==> config.mk <==
export PLATFORM = sky130hd
export DESIGN_NAME = alu_arbiter
export DESIGN_NICKNAME = d
export VERILOG_FILES = /design/src/rtl/alu_arbiter.sv
export SDC_FILE = /design/constraint.sdc
export NUM_CORES = 2
export LEC_CHECK = 0
export ABC_CLOCK_PERIOD_IN_PS = 17800
export CAP_MARGIN = 20
export CELL_PAD_IN_SITES_DETAIL_PLACEMENT = 0
export CELL_PAD_IN_SITES_GLOBAL_PLACEMENT = 2
export CORE_MARGIN = 2
export CORE_UTILIZATION = 41
export CTS_BUF_LIST = sky130_fd_sc_hd__clkbuf_8
export DETAILED_ROUTE_END_ITERATION = 10
export PLACE_DENSITY_LB_ADDON = 0.15
export SLEW_MARGIN = 20
export SYNTH_ARGS = -nofsm -noshare
export SYNTH_HDL_FRONTEND = slang
export SYNTH_SLANG_ARGS = --single-unit
==> constraint.sdc <==
create_clock -name clk_i -period 17.8 [get_ports clk_i]
set_input_delay 1.78 -clock clk_i [delete_from_list [all_inputs] [get_ports clk_i]]
set_output_delay 1.78 -clock clk_i [all_outputs]
set_load 0.01 [all_outputs]
==> src/rtl/alu_arbiter.sv <==
// alu_arbiter
//   Shares one 32-bit integer ALU between two requesters. Each requester
//   presents an operation with a valid/ready handshake. Arbitration is
//   round-robin, and only one operation is in flight at a time. Multiply
//   takes MUL_LAT cycles from accept to response. Every other operation,
//   including an unsupported opcode, takes one cycle. Results come back as a
//   one-cycle valid pulse on the accepted requester's response port.
//
// Parameters
//   MUL_LAT        cycles from accept to response for multiply (1..15)
//
// Ports
//   clk_i          clock, rising edge
//   rst_i          synchronous active-high reset
//   reqN_valid_i   requester N has an operation pending
//   reqN_ready_o   requester N is accepted this cycle (combinational)
//   reqN_ctrl_i    requester N operation code
//   reqN_data1_i   requester N operand 1
//   reqN_data2_i   requester N operand 2
//   rspN_valid_o   one-cycle result pulse for requester N
//   rspN_data_o    result for requester N, held until its next response
//   rspN_err_o     unsupported opcode flag, held like rspN_data_o
module alu_arbiter #(
  parameter int unsigned MUL_LAT = 2
) (
  input  logic        clk_i,
  input  logic        rst_i,
  input  logic        req0_valid_i,
  output logic        req0_ready_o,
  input  logic [3:0]  req0_ctrl_i,
  input  logic [31:0] req0_data1_i,
  input  logic [31:0] req0_data2_i,
  input  logic        req1_valid_i,
  output logic        req1_ready_o,
  input  logic [3:0]  req1_ctrl_i,
  input  logic [31:0] req1_data1_i,
  input  logic [31:0] req1_data2_i,
  output logic        rsp0_valid_o,
  output logic [31:0] rsp0_data_o,
  output logic        rsp0_err_o,
  output logic        rsp1_valid_o,
  output logic [31:0] rsp1_data_o,
  output logic        rsp1_err_o
);

  // ALU operation encoding
  localparam logic [3:0] OP_AND = 4'b0000;
  localparam logic [3:0] OP_SLL = 4'b0001;
  localparam logic [3:0] OP_ADD = 4'b0010;
  localparam logic [3:0] OP_SRA = 4'b0101;
  localparam logic [3:0] OP_SUB = 4'b0110;
  localparam logic [3:0] OP_XOR = 4'b1000;
  localparam logic [3:0] OP_MUL = 4'b1010;

  // The counter starts at L-1. The response fires on the cycle the counter
  // would reach zero, so it lands exactly L cycles after the accept.
  localparam logic [3:0] MUL_CNT_INIT = 4'(MUL_LAT - 1);
  localparam bit         MUL_MULTI    = (MUL_LAT > 1);

  typedef enum logic {
    ST_IDLE,
    ST_BUSY
  } state_t;

  state_t      state_q, state_d;
  logic [3:0]  cnt_q, cnt_d;
  logic        last_q, last_d;        // requester granted most recently
  logic [31:0] pend_data_q, pend_data_d;
  logic        pend_err_q, pend_err_d;
  logic        pend_id_q, pend_id_d;

  // ---------------------------------------------------------------------
  // Arbitration
  // ---------------------------------------------------------------------
  logic [1:0] req_valid;
  logic [1:0] req_ready;
  logic       grant_id;
  logic       can_accept;
  logic       transfer;

  assign req_valid  = {req1_valid_i, req0_valid_i};
  assign can_accept = (state_q == ST_IDLE) && !rst_i;

  // On a tie, the requester that did not win last time gets the grant.
  always_comb begin
    grant_id = 1'b0;
    if (req_valid == 2'b11) begin
      grant_id = ~last_q;
    end else if (req_valid[1]) begin
      grant_id = 1'b1;
    end
  end

  genvar gi;
  generate
    for (gi = 0; gi < 2; gi++) begin : g_ready
      assign req_ready[gi] = can_accept && req_valid[gi] && (grant_id == (gi == 1));
    end
  endgenerate

  assign req0_ready_o = req_ready[0];
  assign req1_ready_o = req_ready[1];
  assign transfer     = |req_ready;

  // ---------------------------------------------------------------------
  // Shared ALU, fed by the granted requester's operands
  // ---------------------------------------------------------------------
  logic [3:0]  op_ctrl;
  logic [31:0] op_a;
  logic [31:0] op_b;
  logic [31:0] mul_lo;
  logic [31:0] sra_res;
  logic [31:0] alu_res;
  logic        alu_err;
  logic        alu_multi;

  assign op_ctrl = grant_id ? req1_ctrl_i  : req0_ctrl_i;
  assign op_a    = grant_id ? req1_data1_i : req0_data1_i;
  assign op_b    = grant_id ? req1_data2_i : req0_data2_i;

  // The low 32 bits of a two's-complement product are the same whether the
  // operands are treated as signed or unsigned. A 32-bit product is enough.
  assign mul_lo  = op_a * op_b;
  assign sra_res = $unsigned($signed(op_a) >>> op_b[4:0]);

  always_comb begin
    alu_res = 32'd0;
    alu_err = 1'b0;
    case (op_ctrl)
      OP_ADD:  alu_res = op_a + op_b;
      OP_SUB:  alu_res = op_a - op_b;
      OP_MUL:  alu_res = mul_lo;
      OP_XOR:  alu_res = op_a ^ op_b;
      OP_SRA:  alu_res = sra_res;
      OP_SLL:  alu_res = op_a << op_b[4:0];
      OP_AND:  alu_res = op_a & op_b;
      default: alu_err = 1'b1;
    endcase
  end

  // With MUL_LAT of 1, multiply completes in one cycle like any other
  // operation.
  assign alu_multi = MUL_MULTI && (op_ctrl == OP_MUL);

  // ---------------------------------------------------------------------
  // Control FSM
  // ---------------------------------------------------------------------
  logic        fire;
  logic        fire_id;
  logic [31:0] fire_data;
  logic        fire_err;

  always_ff @(posedge clk_i) begin
    if (rst_i) begin
      state_q     <= ST_IDLE;
      cnt_q       <= 4'd0;
      last_q      <= 1'b1;             // requester 0 wins the first tie
      pend_data_q <= 32'd0;
      pend_err_q  <= 1'b0;
      pend_id_q   <= 1'b0;
    end else begin
      state_q     <= state_d;
      cnt_q       <= cnt_d;
      last_q      <= last_d;
      pend_data_q <= pend_data_d;
      pend_err_q  <= pend_err_d;
      pend_id_q   <= pend_id_d;
    end
  end

  always_comb begin
    state_d     = state_q;
    cnt_d       = cnt_q;
    last_d      = last_q;
    pend_data_d = pend_data_q;
    pend_err_d  = pend_err_q;
    pend_id_d   = pend_id_q;
    fire        = 1'b0;
    fire_id     = grant_id;
    fire_data   = alu_res;
    fire_err    = alu_err;

    case (state_q)
      ST_IDLE: begin
        if (transfer) begin
          last_d = grant_id;
          if (alu_multi) begin
            // Park the result until the latency has elapsed.
            state_d     = ST_BUSY;
            cnt_d       = MUL_CNT_INIT;
            pend_data_d = alu_res;
            pend_err_d  = alu_err;
            pend_id_d   = grant_id;
          end else begin
            fire = 1'b1;
          end
        end
      end

      ST_BUSY: begin
        if (cnt_q <= 4'd1) begin
          state_d   = ST_IDLE;
          cnt_d     = 4'd0;
          fire      = 1'b1;
          fire_id   = pend_id_q;
          fire_data = pend_data_q;
          fire_err  = pend_err_q;
        end else begin
          cnt_d = cnt_q - 4'd1;
        end
      end

      default: begin
        state_d = ST_IDLE;
        cnt_d   = 4'd0;
      end
    endcase
  end

  // ---------------------------------------------------------------------
  // Per-requester response registers. Data and err only change when that
  // port receives a response, so a result stays readable after its pulse.
  // ---------------------------------------------------------------------
  logic        rsp_valid_q [2];
  logic [31:0] rsp_data_q  [2];
  logic        rsp_err_q   [2];

  generate
    for (gi = 0; gi < 2; gi++) begin : g_rsp
      logic hit;
      assign hit = fire && (fire_id == (gi == 1));

      always_ff @(posedge clk_i) begin
        if (rst_i) begin
          rsp_valid_q[gi] <= 1'b0;
          rsp_data_q[gi]  <= 32'd0;
          rsp_err_q[gi]   <= 1'b0;
        end else begin
          rsp_valid_q[gi] <= hit;
          if (hit) begin
            rsp_data_q[gi] <= fire_data;
            rsp_err_q[gi]  <= fire_err;
          end
        end
      end
    end
  endgenerate

  assign rsp0_valid_o = rsp_valid_q[0];
  assign rsp0_data_o  = rsp_data_q[0];
  assign rsp0_err_o   = rsp_err_q[0];
  assign rsp1_valid_o = rsp_valid_q[1];
  assign rsp1_data_o  = rsp_data_q[1];
  assign rsp1_err_o   = rsp_err_q[1];

endmodule

==> flow_metrics.env <==
export IMPL_die_w_microns=270
export IMPL_slowest_delay_ps=750
export IMPL_drive_gt1_share_pct=5.70
export IMPL_tritoncts="built"
export IMPL_place_gp_congestion=1.02
export IMPL_first_pass_iters=6
export IMPL_grt_overflow_total=0
export IMPL_cts_sinks=108
export IMPL_worstHoldPathType="register to register"
export IMPL_synthCells=3494
export IMPL_arrival_ps=12130
export IMPL_crit_buf_inv=8
export IMPL_vias=27017
export IMPL_crit_fanout=65
export IMPL_crit_path_top_delay_cell="buf_4"
export IMPL_hpwl_microns=108000
export IMPL_finalSetupViolations=0
export IMPL_async_reset_ff_share_pct=0
export IMPL_setup_tns_ps=0
export IMPL_register_area_sq_mm=0.00282
export IMPL_clk_latency_ps=380
export IMPL_clockRootBuffer="clkbuf_8"
export IMPL_synth_edf_count=66
export IMPL_critPathMostFrequentCell="fa_1"
export IMPL_finalHoldViolations=0
export IMPL_avgRoutedWirePerCell_microns=30.0
export IMPL_worst_setup_path_start_kind="primary input"
export IMPL_clock_skew_ps=10.6
export IMPL_ys_seq_elements=108
export IMPL_clk_path_buf_depth=2
export IMPL_core_area_sq_mm=0.0701
export IMPL_htreeDepth=3
export IMPL_fillers=7074
export IMPL_routed_wl_microns=136000
export IMPL_antenna_found_initial=3
export IMPL_postCtsSetupBuffers=0
export IMPL_syn_area_per_cell_sq_um=8.33
export IMPL_synth_top_area_cell="fa_1"
export IMPL_timing_final_max_slew_violations=0
export IMPL_die_area_sq_mm=0.0731
export IMPL_ant_nets=0
export IMPL_grt_max_degree=66
export IMPL_critPathTopFamily="adder cells"
export IMPL_synth_most_common_cell="nor2_1"
export IMPL_fin_crit_ps=11880
export IMPL_synth_main_ff_cell="edfxtp_1"
export IMPL_std_cell_rows=97
export IMPL_synth_top_area_share_pct=28.1
export IMPL_grt_pass1_wl_microns=197000
export IMPL_initial_utilization_pct=41.5
export IMPL_drc_errors=0
export IMPL_die_h_microns=270
export IMPL_ys_seq_area_share_pct=9.70
export IMPL_multi_input_area_sq_mm=0.0238
export IMPL_synth_area_leaders="fa_1 (28%), mux2i_1 (8.8%), ha_1 (8.2%)"
export IMPL_via_per_inst=5.96
export IMPL_io_pins=210
export IMPL_syn_cell_area_sq_mm=0.0291
export IMPL_crit_type="primary input to register"
export IMPL_cap_violations=0
export IMPL_worstMarginPinSlew_ps=1220
export IMPL_fmax_ghz=0.0842
export IMPL_rsz0062_at_grt="no"
export IMPL_yosysWarnings=0
export IMPL_critPathRequiredTime_ps=18050
export IMPL_syn_num_nets=4233
export IMPL_drt_iter0_markers=2544
export IMPL_fin_crit_sh_pct=66.7
export IMPL_path_clk_slew_ps=110
export IMPL_max_slew_margin_pct=16.8
export IMPL_area_growth_pct=11.2
export IMPL_grt_use_total_pct=37.0
export IMPL_finalNetCount=4328
export IMPL_critPathCaptureType="register"
export IMPL_cts_buffers=9
export IMPL_cts_resized=0
export IMPL_status="completed"
export IMPL_cts_hold_buf=0
export IMPL_ys_top_cells_by_count="nor2_1 (483), inv_1 (421), fa_1 (409), nand2_1 (398), mux2i_1 (255)"
export IMPL_grt_pass1_vias=27917
export IMPL_yosysUniqueCellTypes=87
export IMPL_port_buffers=209
==> final cells by class <==
class / instances / share of cell area [%]
flip-flops and latches: 108 / 8.72
repair buffers: 287 / 8.24
multi-input cells: 2731 / 73.5
clock buffers: 11 / 0.468
inverters: 452 / 5.24
diodes: 2 / 0.0155
clock inverters: 5 / 0.162
well taps: 940 / 3.63
==> worst register-to-register path: cells and delay by family, from the launching register on <==
family | cells | cell delay, ps
AOI/OAI and AO/OA | 4 | 1850
DFF | 1 | 450
buffers and inverters | 7 | 2220
adders and majority gates | 9 | 4460
muxes | 1 | 430
and+or+nand+nor | 5 | 780
==> routing by layer <==
metal / global-route usage [%] / wire length [microns] / vias to the layer above
met2: 61.2 / 63400 / 1290
met1: 47.3 / 54400 / 13665
met4: 18.5 / 8440 / 4
li1: - / - / 11704
met5: 0 / 22 / -
met3: 5.41 / 9920 / 354
==> sequential cells by signal, indices dropped and copies added (netlist names) <==
signal       count
cnt_q            4
last_q           1
pend_data_q     32
pend_err_q       1
pend_id_q        1
rsp_data_q      64
rsp_err_q        2
rsp_valid_q      2
state_q          1
==> placed cells by master (no fill, tap or decap), types with 15 or more instances in the layout <==
cell type,count
o21ai_1,18
mux2_2,33
dfxtp_1,42
nor3_1,62
a31oi_1,17
nor2_1,478
edfxtp_1,66
o21ai_0,73
and3_1,23
a211oi_1,52
ha_1,190
a21oi_1,172
mux2i_1,248
o211ai_1,23
a21o_1,32
inv_1,421
buf_4,80
nand2b_1,15
clkinv_1,18
nand3_1,27
clkdlybuf4s50_1,206
fa_1,409
xor2_1,28
and2_1,31
nor2b_1,33
xnor2_1,123
nand2_1,397
==> through the flow <==
| stage | hold WS, ps | util [%] | area (sq um) | instances | setup slack, ps |
|---|---|---|---|---|---|
| 2_1_floorplan | 431 | - | 29100 | 3494 | 7340 |
| 3_3_place_gp | 441 | 45.8 | 32200 | 4518 | 5710 |
| 3_5_place_dp | 442 | 45.8 | 32200 | 4518 | 5660 |
| 4_1_cts | 456 | 46.1 | 32400 | 4534 | 6070 |
| 5_1_grt | 487 | 46.1 | 32400 | 4534 | 5480 |
| 6_report | 460 | 46.1 | 32400 | 4536 | 5920 |
==> cells by family (layout without fill, tap and decap cells) <==
family	count (synthesis)	after routing	synth area share [%]
mux	317	317	11.9
fa+ha+maj	599	599	36.3
xor+xnor	153	153	4.68
flops	108	108	9.70
simple gates	1125	1125	16.4
compound gates	537	537	12.0
buf+inv	655	755	8.95
other cells	0	2	0
==> final timing paths <==
kind | to | slack [ps] | startpoint | depth (start not counted)
worst max-delay path | rsp_data_q[0][29]$_SDFFCE_PN0P_ | 5920 | req0_valid_i | 27
worst min-delay path | pend_data_q[29]$_SDFFE_PP0P_ | 460 | pend_data_q[29]$_SDFFE_PP0P_ | 2
worst max register to register | rsp_data_q[0][29]$_SDFFCE_PN0P_ | 7500 | last_q$_SDFFE_PP1P_ | 26
worst min register to register | pend_data_q[29]$_SDFFE_PP0P_ | 460 | pend_data_q[29]$_SDFFE_PP0P_ | 2
Power is not shown: default switching activity piles up to over one toggle a cycle in this logic, so the estimate is an artifact.
